`src/rtl/bin_to_bcd_module.sv`:
```
// Sequential binary-to-BCD converter (double dabble, one bit per clock).
// Out-of-range operands saturate to all nines and raise Overflow_Sig.
module bin_to_bcd_module #(
    parameter logic [19:0] MAX_VALUE = 20'd999999
) (
    input  logic        CLK,
    input  logic        RST,
    input  logic        Start_Sig,
    input  logic [19:0] Binary_Data,
    output logic [23:0] Number_Sig,
    output logic        Done_Sig,
    output logic        Busy_Sig,
    output logic        Overflow_Sig
);

    typedef enum logic {
        IDLE,
        CONVERT
    } state_t;

    state_t      state;
    logic [19:0] shift_reg;
    logic [23:0] scratch;
    logic [4:0]  count;
    logic [23:0] adjusted;
    logic [43:0] shifted;

    // One double-dabble step: correct digits >= 5, then shift scratch:operand left.
    always_comb begin
        adjusted = scratch;
        for (int i = 0; i < 6; i++) begin
            if (scratch[i*4 +: 4] >= 4'd5) begin
                adjusted[i*4 +: 4] = scratch[i*4 +: 4] + 4'd3;
            end
        end
        shifted = {adjusted, shift_reg} << 1;
    end

    always_ff @(posedge CLK) begin
        if (RST) begin
            state        <= IDLE;
            shift_reg    <= '0;
            scratch      <= '0;
            count        <= '0;
            Number_Sig   <= '0;
            Done_Sig     <= 1'b0;
            Busy_Sig     <= 1'b0;
            Overflow_Sig <= 1'b0;
        end else begin
            Done_Sig <= 1'b0;
            case (state)
                IDLE: begin
                    if (Start_Sig) begin
                        if (Binary_Data > MAX_VALUE) begin
                            Number_Sig   <= 24'h999999;
                            Overflow_Sig <= 1'b1;
                            Done_Sig     <= 1'b1;
                        end else begin
                            shift_reg    <= Binary_Data;
                            scratch      <= '0;
                            count        <= '0;
                            Overflow_Sig <= 1'b0;
                            Busy_Sig     <= 1'b1;
                            state        <= CONVERT;
                        end
                    end
                end
                CONVERT: begin
                    scratch   <= shifted[43:20];
                    shift_reg <= shifted[19:0];
                    count     <= count + 5'd1;
                    // The 20th step publishes its own result, so Done lands on this edge.
                    if (count == 5'd19) begin
                        Number_Sig <= shifted[43:20];
                        Done_Sig   <= 1'b1;
                        Busy_Sig   <= 1'b0;
                        state      <= IDLE;
                    end
                end
            endcase
        end
    end

endmodule

```
`config.mk`:
```
export PLATFORM = sky130hd
export DESIGN_NAME = bin_to_bcd_module
export DESIGN_NICKNAME = d
export VERILOG_FILES = /design/src/rtl/bin_to_bcd_module.sv
export SDC_FILE = /design/constraint.sdc
export NUM_CORES = 1
export LEC_CHECK = 0
export BUFFER_PORTS_ARGS = -buffer_cell sky130_fd_sc_hd__buf_2
export CAP_MARGIN = 20
export CORE_ASPECT_RATIO = 1.5
export CORE_MARGIN = 5
export CORE_UTILIZATION = 50
export CTS_CLUSTER_SIZE = 8
export DETAILED_ROUTE_END_ITERATION = 8
export PLACE_DENSITY = 0.77
export RECOVER_POWER = 25
export SLEW_MARGIN = 15
export SYNTH_ARGS = -nofsm -noshare
export SYNTH_HDL_FRONTEND = slang
export SYNTH_SLANG_ARGS = --single-unit
export TNS_END_PERCENT = 1
```
`constraint.sdc`:
```
create_clock -name CLK -period 2.3 [get_ports CLK]
set_clock_uncertainty 0.15 [all_clocks]
set_input_delay 0 -clock CLK [delete_from_list [all_inputs] [get_ports CLK]]
set_output_delay 0 -clock CLK [all_outputs]
set_load 0.02 [all_outputs]
```
==> results.toml <==
[cts]
cts_post_setup_buffers_inserted = 0
numCtsBuffers = 9
htreeDepth = 3
clk_latency_ns = 0.34
cts_buffer_depth = 2
cts_tree = "done"
root_buffer = "clkbuf_8"
cts.sinks = 77
path_clk_slew_ns = 0.07

[yosys]
synth.avg_cell_area_um2 = 8.843
synth_fp_nets = 437
synth_sequential_area_ratio = 0.4347
synth_flop_cell = "dfxtp_1"
synth_cell_types = 43
syn_inst = 401
synth_area_um2 = 3546
synth_edf_count = 0
yosys_warnings = 0
synth_seq_cells = 77
ys_async_sr_fraction = 0

[place]
io_buffers = 49
place_hpwl_mm = 5.582
place_congestion = 0.7819
dpl-instance-area_um2 = 3872

[sta]
setup_viol = 0
period_share = 0.9854
tightest_slew_ns = 0.6189
rsz0062_at_grt = "true"
maxSlewViolCount = 0
relSlewSlack = 0.5874
fmax_mhz = 441.2
hold_viol = 0
finalWorstPathRequiredPeriod_ns = 2.266
whs_ns = 0.01497

[floorplanning]
initial_core_util = 0.5141
die_area_um2 = 8911
die_w_um = 78.76
io_pins = 50
die_h_um = 113.1
core_area_um2 = 6898
row_count = 37

[global_route]
grt_pass1_vias = 3100
grtUsageTotal = 0.1991
grt_start_max_net_pins = 53
antenna_found_initial = 0
grt_pass1_wl_mm = 14.11
grt_remaining_overflow = 0

[flow_run]
maxCapViolCount = 0

[route]
ant_nets = 0
vias_per_cell = 5.600
drc = 0
drt_iter0_markers = 147
vias = 3108
drtPass1Iterations = 4
finalWirelength_mm = 8.249
wl_per_cell_um = 14.86

[hold_path]
min_path_type = "input pin to register"

[setup_path]
cp_max_fo = 13
cpPeakStageDelay_ns = 0.54
cpMaxStageDelayCell = "or4_4"
crit_type = "input pin to register"
crit_required_ns = 2.38
cp_cell_sequence = "dlygate4sd3_1 > buf_2 > or4_4 > o211ai_4 > a211oi_4 > nor2_4 > mux2_2"
worstPathArrival_ns = 2.35
critPathLaunchType = "input pin"
end_kind = "register"

[power_and_ir_drop]
pwr-share-clk = 0.380
total_power_uw = 2885
power_density_nw_per_um2 = 670.2
ir_drop_mv = 0.3668
leakagePower_uw = 0.001680
intPower_uw = 2172
p_comb_frac = 0.125
switching_share = 0.2474
seqPwrFrac = 0.494
p_sw_uw = 713.8

[layout]
regArea_um2 = 1543
final_core_util = 0.6242
final_area_um2 = 4305
final_nets = 509
multi_input_area_um2 = 1784
nFillCells = 580
diodes = 0
drive_gt1_frac = 0.1426
area_growth_pct = 21.42

[status]
outcome = "completed"
synthesized netlist by cell type, types with 6 or more instances:
cell type | n | area, um2
a311oi_1 | 6 | 52.55
nand2b_1 | 8 | 50.05
inv_1 | 35 | 131.4
a32o_1 | 8 | 80.08
a21oi_1 | 50 | 250.2
a211oi_1 | 18 | 135.1
dfxtp_1 | 77 | 1541
ha_1 | 13 | 162.7
a22oi_1 | 9 | 67.56
o21ai_0 | 22 | 110.1
nand2_1 | 15 | 56.30
clkbuf_1 | 16 | 60.06
a21o_1 | 7 | 52.55
nor2b_1 | 6 | 37.54
xnor2_1 | 6 | 52.55
nor3_1 | 19 | 95.09
nor2_1 | 38 | 142.6
nor3b_1 | 8 | 60.06
cell type report:
class / count / share of cell area
Clock buffer: 10 / 0.03197
Multi-Input combinational cell: 266 / 0.4144
Tap cell: 78 / 0.02267
Timing Repair Buffer: 84 / 0.1247
Sequential cell: 77 / 0.3583
Inverter: 35 / 0.03051
Clock inverter: 5 / 0.01744
worst max-delay path, delay by kind of cell:
family,cells,cell delay [ns]
AND/OR/NAND/NOR,2,0.87
buffers and inverters,2,0.66
AO/OA/AOI/OAI,2,0.42
multiplexers,1,0.38
final timing paths:
path	startpoint	end	slack (ns)	depth (start not counted)
worst max register to register	state$_SDFF_PP0_	scratch[15]$_SDFFE_PP0P_	0.31	6
worst max-delay path	Binary_Data[11]	Number_Sig[22]$_SDFFE_PP0P_	0.03	7
worst min-delay path	Binary_Data[19]	shift_reg[19]$_SDFFE_PP0P_	0.01	5
worst min register to register	shift_reg[2]$_SDFFE_PP0P_	shift_reg[2]$_SDFFE_PP0P_	0.30	2
cell usage in the layout (no fill, tap or decap), types with 4 or more instances in the layout:
| cell type | instances |
|---|---|
| dfxtp_1 | 76 |
| a21oi_1 | 50 |
| nor2_1 | 37 |
| inv_1 | 35 |
| clkbuf_1 | 25 |
| dlygate4sd3_1 | 24 |
| buf_2 | 24 |
| o21ai_0 | 22 |
| nor3_1 | 19 |
| a211oi_1 | 18 |
| nand2_1 | 15 |
| ha_1 | 13 |
| buf_4 | 11 |
| clkbuf_8 | 10 |
| a22oi_1 | 9 |
| nor3b_1 | 8 |
| nand2b_1 | 8 |
| a32o_1 | 8 |
| a21o_1 | 7 |
| nor2b_1 | 6 |
| xnor2_1 | 6 |
| a311oi_1 | 6 |
| nand3_1 | 4 |
| mux2i_1 | 4 |
per-layer routing:
metal  wire length [um]  up-vias  track usage
met2               4214       63       0.3539
met5                  0        -            0
li1                   -     1562            -
met3                307       19      0.03264
met4                256        0      0.09918
met1               3471     1464       0.2268
cell families after synthesis:
family | Yosys count | share of synthesized area
flip-flops | 77 | 0.4347
multiplexers | 8 | 0.02505
XOR/XNOR | 8 | 0.01976
adder cells (fa/ha/maj) | 13 | 0.04587
AO/OA/AOI/OAI | 131 | 0.2590
buffers and inverters | 58 | 0.06599
AND/OR/NAND/NOR | 106 | 0.1496
power groups by stage:
stage / Clock (uW) / Sequential (uW) / Combinational, uW
floorplan: 0 / 1450 / 233
global placement: 0 / 1450 / 314
detailed placement: 0 / 1460 / 324
CTS: 1120 / 1420 / 360
global route: 1180 / 1430 / 405
finish: 1100 / 1430 / 362
timing repair:
item,4_1_cts,5_1_grt
endpoints found under the setup margin,0,17
resized for setup,0,1
hold buffers,24,0
hold endpoints to repair,20,0
per-stage QoR:
| stage | setup TNS, ns | setup slack (ns) | std cells |
|---|---|---|---|
| final | 0 | 0.03352 | 555 |
| after global routing | -0.09864 | -0.04179 | 555 |
| after CTS | 0 | 0.06729 | 555 |
| after detailed placement | 0 | 0.2462 | 516 |
| after global placement | 0 | 0.2807 | 516 |
| after floorplan | 0 | 0.4421 | 401 |
No activity file was read; power rests on OpenSTA's default activity.
